### src/rtl/bcd_counter_scanner.sv
// Multi-digit BCD up/down event counter with a time-multiplexed digit scanner
// for a common-anode 7-segment display. The per-digit ripple step is its own module.

module bcd_counter_scanner_digit (
  input  logic [3:0] d,
  input  logic       ci,
  input  logic       bi,
  output logic [3:0] up,
  output logic [3:0] dn,
  output logic       co,
  output logic       bo
);
  // ci/bi mean "every lower digit wrapped", so this digit must step.
  assign co = ci && (d == 4'd9);
  assign bo = bi && (d == 4'd0);
  assign up = !ci ? d : ((d == 4'd9) ? 4'd0 : d + 4'd1);
  assign dn = !bi ? d : ((d == 4'd0) ? 4'd9 : d - 4'd1);
endmodule

module bcd_counter_scanner #(
  parameter int NUM_DIGITS = 4,
  parameter int SCAN_DIV   = 1000
) (
  input  logic                    clk,
  input  logic                    rst_n,
  input  logic                    inc,
  input  logic                    dec,
  input  logic                    clr,
  output logic [4*NUM_DIGITS-1:0] count,
  output logic                    carry,
  output logic                    borrow,
  output logic [3:0]              bcd,
  output logic [NUM_DIGITS-1:0]   digit_sel,
  output logic                    blank
);
  localparam int PW = $clog2(SCAN_DIV + 1);
  localparam int IW = (NUM_DIGITS > 1) ? $clog2(NUM_DIGITS) : 1;

  logic [NUM_DIGITS-1:0][3:0] cnt, cnt_up, cnt_dn;
  logic [NUM_DIGITS:0]        ci, bi;
  logic [PW-1:0]              presc;
  logic [IW-1:0]              idx;
  logic                       z;

  assign ci[0] = 1'b1;
  assign bi[0] = 1'b1;

  for (genvar g = 0; g < NUM_DIGITS; g++) begin : g_dig
    bcd_counter_scanner_digit u_dig (
      .d  (cnt[g]),
      .ci (ci[g]),
      .bi (bi[g]),
      .up (cnt_up[g]),
      .dn (cnt_dn[g]),
      .co (ci[g+1]),
      .bo (bi[g+1])
    );
  end

  // Top of the ripple chain is the full-width wrap.
  always_ff @(posedge clk or negedge rst_n) begin
    if (!rst_n) begin
      cnt    <= '0;
      carry  <= 1'b0;
      borrow <= 1'b0;
    end else begin
      carry  <= 1'b0;
      borrow <= 1'b0;
      if (clr) begin
        cnt <= '0;
      end else if (inc && !dec) begin
        cnt   <= cnt_up;
        carry <= ci[NUM_DIGITS];
      end else if (dec && !inc) begin
        cnt    <= cnt_dn;
        borrow <= bi[NUM_DIGITS];
      end
    end
  end

  always_ff @(posedge clk or negedge rst_n) begin
    if (!rst_n) begin
      presc <= '0;
      idx   <= '0;
    end else if (presc == PW'(SCAN_DIV - 1)) begin
      presc <= '0;
      idx   <= (idx == IW'(NUM_DIGITS - 1)) ? '0 : idx + IW'(1);
    end else begin
      presc <= presc + PW'(1);
    end
  end

  assign count = cnt;

  // Walk from the top digit down so z means "this digit and all above are zero".
  always_comb begin
    bcd       = 4'd0;
    digit_sel = '1;
    blank     = 1'b0;
    z         = 1'b1;
    for (int i = NUM_DIGITS - 1; i >= 0; i--) begin
      z = z && (cnt[i] == 4'd0);
      if (idx == IW'(i)) begin
        bcd          = cnt[i];
        digit_sel[i] = 1'b0;
        blank        = (i != 0) && z;
      end
    end
  end
endmodule

### config.mk
export PLATFORM = sky130hd
export DESIGN_NAME = bcd_counter_scanner
export DESIGN_NICKNAME = d
export VERILOG_FILES = /design/src/rtl/bcd_counter_scanner.sv
export SDC_FILE = /design/constraint.sdc
export NUM_CORES = 1
export LEC_CHECK = 0
export BUFFER_PORTS_ARGS = -buffer_cell sky130_fd_sc_hd__buf_2
export CORE_MARGIN = 2
export CORE_UTILIZATION = 55
export CTS_CLUSTER_SIZE = 8
export DETAILED_ROUTE_END_ITERATION = 8
export GPL_ROUTABILITY_DRIVEN = 0
export PLACE_DENSITY = 0.8
export SKIP_LAST_GASP = 1
export SYNTH_ARGS = -nofsm -noshare
export SYNTH_HDL_FRONTEND = slang
export SYNTH_HIERARCHICAL = 1
export SYNTH_SLANG_ARGS = --single-unit
### constraint.sdc
create_clock -name clk -period 4 [get_ports clk]
set_input_delay 0.4 -clock clk [delete_from_list [all_inputs] [get_ports clk]]
set_output_delay 0.4 -clock clk [all_outputs]
set_load 0.005 [all_outputs]
# Yosys cells after proc, flatten, opt, wreduce, memory -nomap -nowiden
# Cells that the tools add are included.
dict set report word_totals {
  reg_bits 30
  latchBits 0
  ramBits 0
  rom_bits 0
  inputBits 5
  word_cells 89
  memories 0
}
dict set report classes {
  n_addsub 10
  mul 0
  div 0
  order_cmp 0
  eq_ne 11
  shift 0
  mux 36
  bitwise_logic 0
  n_reduce_logical 24
}
# cell n
set ops {}
lappend ops {{two-way mux 4 bit} 18}
lappend ops {{two-way mux 16 bit} 3}
lappend ops {{adder 4 x 1 -> 4 bit (second input constant)} 4}
lappend ops {{equality test 4 bit (second input constant)} 4}
lappend ops {{logical NOT 4 bit} 4}
lappend ops {{subtractor 4 x 1 -> 4 bit (second input constant)} 4}
lappend ops {{two-way mux 1 bit} 13}
lappend ops {{nonzero test 3 bit} 4}
lappend ops {{adder 10 x 1 -> 10 bit (second input constant)} 1}
lappend ops {{equality test 10 bit (second input constant)} 1}
lappend ops {{logical AND 1 bit} 10}
lappend ops {{two-way mux 10 bit} 1}
lappend ops {{inequality test 3 x 2 -> 1 bit (second input constant)} 3}
lappend ops {{AND reduction 3 bit} 3}
lappend ops {{equality test 2 bit (second input constant)} 2}
lappend ops {{adder 2 x 1 -> 2 bit (second input constant)} 1}
lappend ops {{equality test 2 x 1 -> 1 bit (second input constant)} 1}
lappend ops {{logical NOT 1 bit} 2}
lappend ops {{logical NOT 2 bit} 1}
lappend ops {{two-way mux 2 bit} 1}

# Depth between registers and ports, before layout
# Gate-level depths: netlist of the first run.
dict set report logic_depth {
  ltp_word 7
  ltp_mapped 12
}

# Cells and area by module
# Netlist of the first run, hierarchy kept.
# mod instances cells_each area_per_inst_um2
set modules_own_cells {}
lappend modules_own_cells {bcd_counter_scanner 1 168 1642.8}
lappend modules_own_cells {bcd_counter_scanner_digit 4 29 183.9}

# Worst setup path after synthesis of the first run
# Ideal clock, no wire load.
dict set report synth_path {
  path_kind {register to register}
  startpoint {reg cnt, in the netlist count[0]}
  endpoint {reg cnt, in the netlist count[15]}
  setup_time_ns 0.134
  arrival_ns 3.253
  required_time_ns 3.866
  setup_slack_ns 0.613
  stages_incl_launch_ff 13
  path_buffers 1
  path_cell_list {dfrtp_1 > buf_6 > or3b_4 > nor3_2 > or3b_4 > nor3_2 > or3b_4 > nor3_2 > or3b_4 > nor2_4 > xnor2_1 > a211oi_1 > a211oi_1}
}
dict set report synth_between {
  elab_chain_len 5
}
# element line
set synth_rtl {}
lappend synth_rtl {{start, declared} 39} ;# logic [NUM_DIGITS-1:0][3:0] cnt, cnt_up, cnt_dn;
lappend synth_rtl {{start signal, assigned} 72} ;# cnt <= cnt_up;
lappend synth_rtl {{start signal, assigned} 75} ;# cnt <= cnt_dn;
lappend synth_rtl {{logical NOT 4 bit} 15} ;# assign bo = bi && (d == 4'd0);
lappend synth_rtl {{named net bi[1]} 40} ;# logic [NUM_DIGITS:0] ci, bi;
lappend synth_rtl {{logical AND 1 bit} 15}
lappend synth_rtl {{named net bi[2]} 40}
lappend synth_rtl {{logical AND 1 bit} 15}
lappend synth_rtl {{named net bi[3]} 40}
lappend synth_rtl {{nonzero test 3 bit (no line)} n/a}
lappend synth_rtl {{AND reduction 3 bit (no line)} n/a}
# The timed path passes the listed nets, and every way through them passes these cells.
# A chain may end at the register's enable or synchronous reset.

# Worst setup path in the final report of the first run
# Same ends and word-level chain as after synthesis.

==> results.json, run 1 <==
{
  "status": "completed",
  "worstMarginPinSlew_ns": 0.898,
  "share_seq_of_total_power_pct": 46.3,
  "period_share_pct": 89.5,
  "dr.pass1.iters": 4,
  "num_rows": 23,
  "multi_input_area_sq_mm": 0.00145,
  "layout.nets": 323,
  "cts.sinks": 30,
  "crit_top_cell": "or3b_4",
  "crit_chain": "or3b_4 > nor3_2 > or3b_4 > nor3_2 > or3b_4 > nor3_2 > or3b_4 > nor2_4 > xnor2_1 > a211oi_1 > a211oi_1",
  "reg2reg_slack_ns": 0.42,
  "cts_tree": "done",
  "crit_slowest_cell": "dfrtp_1",
  "yosys.cell_types.count": 46,
  "initial_utilization_pct": 58.2,
  "busiest_layer": "met2",
  "grt_pass1_vias": 2073,
  "synth_area_sq_mm": 0.00238,
  "max_freq_ghz": 0.279,
  "hold_buffers": 0,
  "r2r_start": "count[0]$_DFFE_PN0P_",
  "crit_fanout": 11,
  "fin_util_pct": 64.1,
  "clk_latency_ns": 0.29,
  "grt_first_pass_wirelength_mm": 9.50,
  "dp_slack_ns": 0.412,
  "async_flop_share_pct": 100,
  "vdd_ir_drop_max_uv": 135,
  "die_area_sq_mm": 0.00487,
  "setup_ws_ns": 0.422,
  "power_density_mw_per_mm2": 277,
  "regArea_sq_um": 751,
  "drive_gt1_share_pct": 19.1,
  "synth_area_leaders": "dfrtp_1 32%, nand2_1 5.0%, a22oi_1 4.1%, xnor2_1 3.7%, xor2_1 3.7%",
  "io_buffers": 31,
  "synth.yosys.seq_area_share_pct": 31.6,
  "syn_to_final_growth_pct": 10.1,
  "relSlewSlack_pct": 39.9,
  "cp-end-kind": "register",
  "cts_buffers": 5,
  "htree_levels": 2,
  "totalWireLength_mm": 5.40,
  "maxCapViolations": 0,
  "diodes": 0,
  "worst-r2r-cell-count": 11,
  "p_int_w": 0.000505,
  "crit_family": "simple AND/OR/NAND/NOR gates",
  "synth-edff-count": 0,
  "grt_util_met1_pct": 32.2,
  "fillers": 370,
  "via_per_inst": 5.85,
  "start_kind": "register",
  "root_buffer": "clkbuf_8",
  "drtIter0Drc": 151,
  "antenna_found_initial": 0,
  "cpPeakStageDelay_ns": 0.51,
  "ys_ff_latch": 30,
  "synth_warnings": 6,
  "synth_area_per_cell_sq_um": 8.38,
  "cp.arrival_ns": 3.74,
  "synth-main-ff-cell": "dfrtp_1",
  "io_pins": 32,
  "crit_buf_inv": 0,
  "dp_hpwl_mm": 3.77,
  "drv_slew": 0,
  "final_common_cell": "nand2_1",
  "final_antenna_net_count": 0,
  "grt_util_met3_pct": 3.63,
  "gr-total-overflow": 0,
  "syn_inst": 284,
  "finalSetupViolCount": 0,
  "clkSlewWorstSetupHoldPaths_ns": 0.08,
  "rsz0062_at_grt": "no",
  "synth_top_area_share_pct": 31.6,
  "cp.depth": 11,
  "cts_resized": 0,
  "globalRouteMet2Util_pct": 38.7,
  "drc": 0,
  "swShare_pct": 30.4,
  "grt_start_max_net_pins": 31,
  "fp.dieH_um": 69.8,
  "track_usage_pct": 23.5,
  "routedWlPerCell_um": 14.8,
  "leakage_nw": 1.16,
  "finalHoldViolCount": 0,
  "cts_setup_buffers": 0,
  "chipWidth_um": 69.8,
  "cp.required_ns": 4.16,
  "core_sq_mm": 0.00409,
  "worstSetupPathType": "register to register",
  "synth_top_area_cell": "dfrtp_1",
  "finalSetupTns_ns": 0,
  "clockBufferDepth": 2,
  "hp-class": "primary input to async pin",
  "clockPowerShare_pct": 36.0,
  "layout_common_cells": "32 x nand2_1, 31 x buf_2, 30 x dfrtp_1",
  "rr_endpoint": "count[15]$_DFFE_PN0P_",
  "num_vias": 2128,
  "skew_ns": 0.0143,
  "pwr-share-comb_pct": 17.7,
  "period_needed_ns": 3.58,
  "switchingPower_w": 0.000221
}
## layer usage
metal	wire (um)	vias up
li1	-	1052
met1	2380	1001
met2	2620	69
met3	342	6
met4	55	0
met5	0	-
## worst max path at each step
stage          slack, ns                 start               endpoint
2_1_floorplan       0.61  count[0]$_DFFE_PN0P_  count[15]$_DFFE_PN0P_
3_3_place_gp        0.52  count[0]$_DFFE_PN0P_  count[15]$_DFFE_PN0P_
3_5_place_dp        0.41  count[0]$_DFFE_PN0P_  count[15]$_DFFE_PN0P_
4_1_cts             0.41  count[0]$_DFFE_PN0P_  count[15]$_DFFE_PN0P_
5_1_grt             0.21  count[0]$_DFFE_PN0P_  count[14]$_DFFE_PN0P_
6_report            0.42  count[0]$_DFFE_PN0P_  count[15]$_DFFE_PN0P_
## registers in the layout, summed over array words and instances (netlist names)
signal	count
count	16
presc	10
borrow	1
idx	2
carry	1
## power by group through the flow
stage / clock network, W / logic, W / registers [W]
after floorplan: 0 / 0.000108 / 0.000330
after global placement: 0 / 0.000126 / 0.000340
after detailed placement: 0 / 0.000128 / 0.000341
after CTS: 0.000260 / 0.000129 / 0.000336
after global routing: 0.000274 / 0.000144 / 0.000340
final: 0.000261 / 0.000128 / 0.000336
## kinds of logic (layout without fill, tap and decap cells)
kind of cell	count (synthesis)	count (layout)	synth area share, %
simple gates	104	104	25.1
compound gates	79	79	21.9
buf+inv	39	62	8.57
flops	30	30	31.6
xor+xnor	20	20	7.36
mux	6	6	2.63
fa+ha+maj	5	5	2.63
other cells	1	8	0.158
## cell usage after synthesis, types with 2 or more instances
cell / instances
a211oi_1: 8
a21oi_1: 16
a22o_1: 2
inv_1: 18
o2bb2ai_1: 4
buf_2: 13
or3b_4: 4
mux2_1: 2
o31ai_1: 4
nor2_1: 18
a31oi_1: 3
xnor2_1: 10
a22oi_1: 13
dfrtp_1: 30
o21ai_1: 16
nand3_1: 11
nand4b_1: 4
buf_6: 5
a221oi_1: 4
nor3_2: 4
xor2_1: 10
o21bai_1: 2
and3b_1: 2
ha_1: 5
o21ai_0: 4
nor3_1: 4
mux2i_1: 4
nand2_1: 32
nor2_4: 4
nand2b_1: 4
nor2b_1: 9
## per-stage QoR
| stage | instances | total power (W) | hold WS (ns) | instance area [sq um] |
|---|---|---|---|---|
| 2_1_floorplan | 291 | 0.000438 | 0.104 | 2400 |
| 3_3_place_gp | 356 | 0.000466 | 0.450 | 2520 |
| 3_5_place_dp | 356 | 0.000470 | 0.466 | 2520 |
| 4_1_cts | 364 | 0.000725 | 0.183 | 2620 |
| 5_1_grt | 364 | 0.000758 | 0.209 | 2620 |
| 6_report | 364 | 0.000726 | 0.147 | 2620 |
## layout make-up
cell class,count,area share (%)
Inverter,18,2.58
Timing Repair Buffer,36,7.36
Clock buffer,6,3.15
Sequential cell,30,28.7
Multi-Input combinational cell,222,55.4
Clock inverter,2,0.478
Tap cell,50,2.39
Power figures use the tool's default switching activity.
==> run 2, diff against run 1 <==
--- a/config.mk
+++ b/config.mk
@@ -10,7 +10,6 @@
 export CORE_UTILIZATION = 55
 export CTS_CLUSTER_SIZE = 8
 export DETAILED_ROUTE_END_ITERATION = 8
-export GPL_ROUTABILITY_DRIVEN = 0
 export PLACE_DENSITY = 0.8
 export SKIP_LAST_GASP = 1
 export SYNTH_ARGS = -nofsm -noshare
==> constraint.sdc (replaced) <==
create_clock -name clk -period 4.4 [get_ports clk]
set_input_delay 0.44 -clock clk [delete_from_list [all_inputs] [get_ports clk]]
set_output_delay 0.44 -clock clk [all_outputs]
set_load 0.005 [all_outputs]
==> results.json, run 2 (synthesis gave the netlist of run 1 again) <==
{
  "status": "completed",
  "cts_resized": 0,
  "final_common_cell": "nand2_1",
  "clk_latency_ns": 0.29,
  "finalSetupTns_ns": 0,
  "period_share_pct": 80.8,
  "worstSetupPathType": "register to register",
  "grt_start_max_net_pins": 31,
  "cts.sinks": 30,
  "grt_first_pass_wirelength_mm": 8.82,
  "drtIter0Drc": 102,
  "track_usage_pct": 22.5,
  "cp.arrival_ns": 3.72,
  "num_vias": 2049,
  "vdd_ir_drop_max_uv": 137,
  "clockBufferDepth": 2,
  "cts_setup_buffers": 0,
  "period_needed_ns": 3.56,
  "root_buffer": "clkbuf_8",
  "maxCapViolations": 0,
  "worstMarginPinSlew_ns": 0.991,
  "cp.required_ns": 4.56,
  "fillers": 339,
  "syn_to_final_growth_pct": 11.5,
  "initial_utilization_pct": 58.2,
  "grt_pass1_vias": 1853,
  "finalHoldViolCount": 0,
  "io_buffers": 31,
  "die_area_sq_mm": 0.00487,
  "largest_register_ffs": 16,
  "chipWidth_um": 69.8,
  "hp-class": "primary input to async pin",
  "core_sq_mm": 0.00409,
  "rsz0062_at_grt": "no",
  "routedWlPerCell_um": 14.4,
  "totalWireLength_mm": 5.20,
  "start_kind": "register",
  "max_freq_ghz": 0.281,
  "worst-r2r-cell-count": 11,
  "crit_fanout": 11,
  "leakage_nw": 1.17,
  "layout.nets": 321,
  "fin_cells": 362,
  "clkSlewWorstSetupHoldPaths_ns": 0.07,
  "antenna_found_initial": 0,
  "power_density_mw_per_mm2": 291,
  "htree_levels": 2,
  "num_rows": 23,
  "final_antenna_net_count": 0,
  "finalWeightedCongestion": 0.850,
  "via_per_inst": 5.66,
  "relSlewSlack_pct": 33.7,
  "dp_hpwl_mm": 3.57,
  "finalSetupViolCount": 0,
  "cts_buffers": 5,
  "drive_gt1_share_pct": 18.6,
  "cp-end-kind": "register",
  "drv_slew": 0,
  "gr-total-overflow": 0,
  "dp.cells": 354,
  "diodes": 0,
  "drc": 0,
  "hold_buffers": 0,
  "skew_ns": 0.0117,
  "fp.dieH_um": 69.8,
  "cts_tree": "done",
  "dr.pass1.iters": 4,
  "layout_common_cells": "32 x nand2_1, 31 x buf_2, 30 x dfrtp_1",
  "io_pins": 32
}
==> run 2: changes by cell type in the layout (fill, tap and decap cells not counted) <==
cell	before	now
buf_4	5	3
bufinv_16	0	2
clkinv_2	1	0
clkinvlp_4	1	0
==> run 2: worst paths after layout <==
path | from | end | slack [ns]
min in group clk | presc[0]$_DFF_PN0_ | presc[0]$_DFF_PN0_ | 0.46
worst min register to register | presc[0]$_DFF_PN0_ | presc[0]$_DFF_PN0_ | 0.46
worst min-delay path | rst_n | count[14]$_DFFE_PN0P_ | 0.19
max in group asynchronous | rst_n | presc[0]$_DFF_PN0_ | 3.77
worst max-delay path | count[0]$_DFFE_PN0P_ | count[15]$_DFFE_PN0P_ | 0.84
worst max register to register | count[0]$_DFFE_PN0P_ | count[15]$_DFFE_PN0P_ | 0.84
==> run 2: cell type report <==
| class | instances | area, sq um | share of cell area [%] |
|---|---|---|---|
| repair buffers | 34 | 178 | 6.70 |
| clock buffers | 6 | 82.6 | 3.11 |
| inverters | 18 | 67.6 | 2.55 |
| clock inverters | 2 | 60.1 | 2.27 |
| multi-input cells | 222 | 1450 | 54.7 |
| well taps | 50 | 62.6 | 2.36 |
| flip-flops and latches | 30 | 751 | 28.3 |
==> run 2: layer usage <==
metal / up-vias / GRT usage [%] / wire (um) / part of all wire [%]
met5: - / 0 / 0 / 0
met4: 0 / 10.7 / 97 / 1.9
met3: 10 / 3.20 / 267 / 5.1
met2: 58 / 36.5 / 2410 / 46
met1: 933 / 29.4 / 2430 / 47
li1: 1048 / - / - / -
==> run 2: critical path, cell delays in order (launching register included) <==
cell	delay, ns
dfrtp_1	0.49
or3b_4	0.48
nor3_2	0.19
or3b_4	0.46
nor3_2	0.20
or3b_4	0.46
nor3_2	0.19
or3b_4	0.46
nor2_4	0.10
xnor2_1	0.07
a211oi_1	0.26
a211oi_1	0.08
==> run 2: power breakdown <==
part,total (W),switching (W),leakage [nW],internal (W)
logic,0.000117,0.0000657,0.699,0.0000510
registers,0.000305,0.0000223,0.400,0.000283
clock network,0.000349,0.000107,0.0714,0.000241
==> run 2: through the flow <==
stage	util, %	setup slack (ns)	area (sq um)	power [W]	hold WS, ns
after global placement	61.4	0.932	2510	0.000423	0.448
after global routing	64.9	0.619	2650	0.000807	0.232
after CTS	64.9	0.827	2650	0.000777	0.206
final	64.9	0.844	2650	0.000771	0.187
after floorplan	-	1.01	2400	0.000398	0.144
after detailed placement	61.4	0.826	2510	0.000426	0.457
==> run 3, diff against run 2 <==
==> constraint.sdc (replaced) <==
create_clock -name clk -period 3.52 [get_ports clk]
set_input_delay 0.352 -clock clk [delete_from_list [all_inputs] [get_ports clk]]
set_output_delay 0.352 -clock clk [all_outputs]
set_load 0.005 [all_outputs]
==> results.json, run 3 (synthesis gave the netlist of run 1 again) <==
{
  "syn_to_final_growth_pct": 12.8,
  "cp-end-kind": "register",
  "via_per_inst": 5.76,
  "rr_endpoint": "count[15]$_DFFE_PN0P_",
  "multi_input_area_sq_mm": 0.00146,
  "drv_slew": 0,
  "final_common_cell": "nand2_1",
  "num_vias": 2124,
  "dp_slack_ns": 0.159,
  "maxCapViolations": 0,
  "drtIter0Drc": 97,
  "die_area_sq_mm": 0.00487,
  "leakage_nw": 1.19,
  "cts_buffers": 5,
  "core_sq_mm": 0.00409,
  "clockBufferDepth": 2,
  "clkSlewWorstSetupHoldPaths_ns": 0.07,
  "max_freq_ghz": 0.301,
  "dp_hpwl_mm": 3.76,
  "finalSetupTns_ns": 0,
  "status": "completed",
  "initial_utilization_pct": 58.2,
  "cts_tree": "done",
  "finalSetupViolCount": 0,
  "dr.pass1.iters": 4,
  "finalWeightedCongestion": 0.856,
  "fillers": 363,
  "rsz0062_at_grt": "no",
  "grt_pass1_vias": 1904,
  "clk_latency_ns": 0.29,
  "worstMarginPinSlew_ns": 0.945,
  "worstSetupPathType": "register to register",
  "cp.arrival_ns": 3.51,
  "root_buffer": "clkbuf_8",
  "num_rows": 23,
  "vdd_ir_drop_max_uv": 172,
  "hold_ws_ns": 0.107,
  "drive_gt1_share_pct": 20.4,
  "start_kind": "register",
  "htree_levels": 2,
  "io_pins": 32,
  "power_density_mw_per_mm2": 329,
  "io_buffers": 31,
  "relSlewSlack_pct": 36.7,
  "skew_ns": 0.00545,
  "r2r_start": "count[0]$_DFFE_PN0P_",
  "crit_fanout": 5,
  "diodes": 0,
  "largest_register_ffs": 16,
  "drc": 0,
  "finalHoldViolCount": 0,
  "routedWlPerCell_um": 14.7,
  "reg2reg_slack_ns": 0.20,
  "worst-r2r-cell-count": 11,
  "period_needed_ns": 3.32,
  "totalWireLength_mm": 5.44,
  "grt_start_max_net_pins": 31,
  "setup_ws_ns": 0.201,
  "track_usage_pct": 23.5,
  "antenna_found_initial": 0,
  "gr-total-overflow": 0,
  "hp-class": "primary input to async pin",
  "fp.dieH_um": 69.8,
  "cp.required_ns": 3.71,
  "chipWidth_um": 69.8,
  "layout_common_cells": "32 x nand2_1, 31 x buf_2, 30 x dfrtp_1",
  "cts.sinks": 30,
  "regArea_sq_um": 751,
  "period_share_pct": 94.3,
  "final_antenna_net_count": 0,
  "grt_first_pass_wirelength_mm": 9.23,
  "layout.nets": 328,
  "cts_setup_buffers": 0
}
-- run 3: metal layers --
| metal | vias to the layer above | share of wire, % | wire length [um] | track usage (%) |
|---|---|---|---|---|
| li1 | 1061 | - | - | - |
| met1 | 997 | 44 | 2390 | 32.7 |
| met2 | 58 | 49 | 2670 | 37.1 |
| met3 | 8 | 5.5 | 297 | 4.36 |
| met4 | 0 | 1.4 | 78 | 7.26 |
| met5 | - | 0 | 0 | 0 |
-- run 3: what timing repair did --
action / CTS / global route
setup endpoints to repair: 0 / 1
gates resized for setup: 0 / 2
hold buffers: 0 / 0
-- run 3: layout make-up --
| cell class | count | share of cell area [%] |
|---|---|---|
| repair buffers | 41 | 8.58 |
| clock inverters | 3 | 1.49 |
| multi-input cells | 222 | 54.5 |
| flip-flops and latches | 30 | 28.0 |
| inverters | 18 | 2.52 |
| clock buffers | 5 | 2.57 |
| well taps | 50 | 2.33 |
-- run 3: power breakdown --
group	internal [W]	total (W)	switching (W)
combinational	0.0000699	0.000163	0.0000928
clock	0.000208	0.000344	0.000136
sequential	0.000354	0.000376	0.0000228
-- run 3: per-stage QoR --
stage,instance area [sq um],instances,utilization (%),power [W]
6_report,2680,369,65.6,0.000883
5_1_grt,2680,369,65.6,0.000926
4_1_cts,2670,369,65.3,0.000886
3_5_place_dp,2560,361,62.7,0.000540
3_3_place_gp,2560,361,62.7,0.000536
2_1_floorplan,2400,291,-,0.000497
-- run 3: critical path: stages, from the launching register on --
cell and delay (ns):
dfrtp_1 0.37, or3b_4 0.44, nor3_2 0.16, or3b_4 0.46, nor3_4 0.17, or3b_4 0.45, nor3_4 0.16, or3b_4 0.45
nor2_4 0.10, xnor2_1 0.12, a211oi_1 0.09, a211oi_1 0.24
-- run 3: how the worst max path moves through the flow --
stage	start	to	slack (ns)	depth (start not counted)
3_3_place_gp	count[0]$_DFFE_PN0P_	count[15]$_DFFE_PN0P_	0.26	11
2_1_floorplan	count[0]$_DFFE_PN0P_	count[15]$_DFFE_PN0P_	0.13	12
4_1_cts	count[0]$_DFFE_PN0P_	count[15]$_DFFE_PN0P_	0.13	11
6_report	count[0]$_DFFE_PN0P_	count[15]$_DFFE_PN0P_	0.20	11
3_5_place_dp	count[0]$_DFFE_PN0P_	count[15]$_DFFE_PN0P_	0.16	11
5_1_grt	count[0]$_DFFE_PN0P_	count[15]$_DFFE_PN0P_	0.02	11
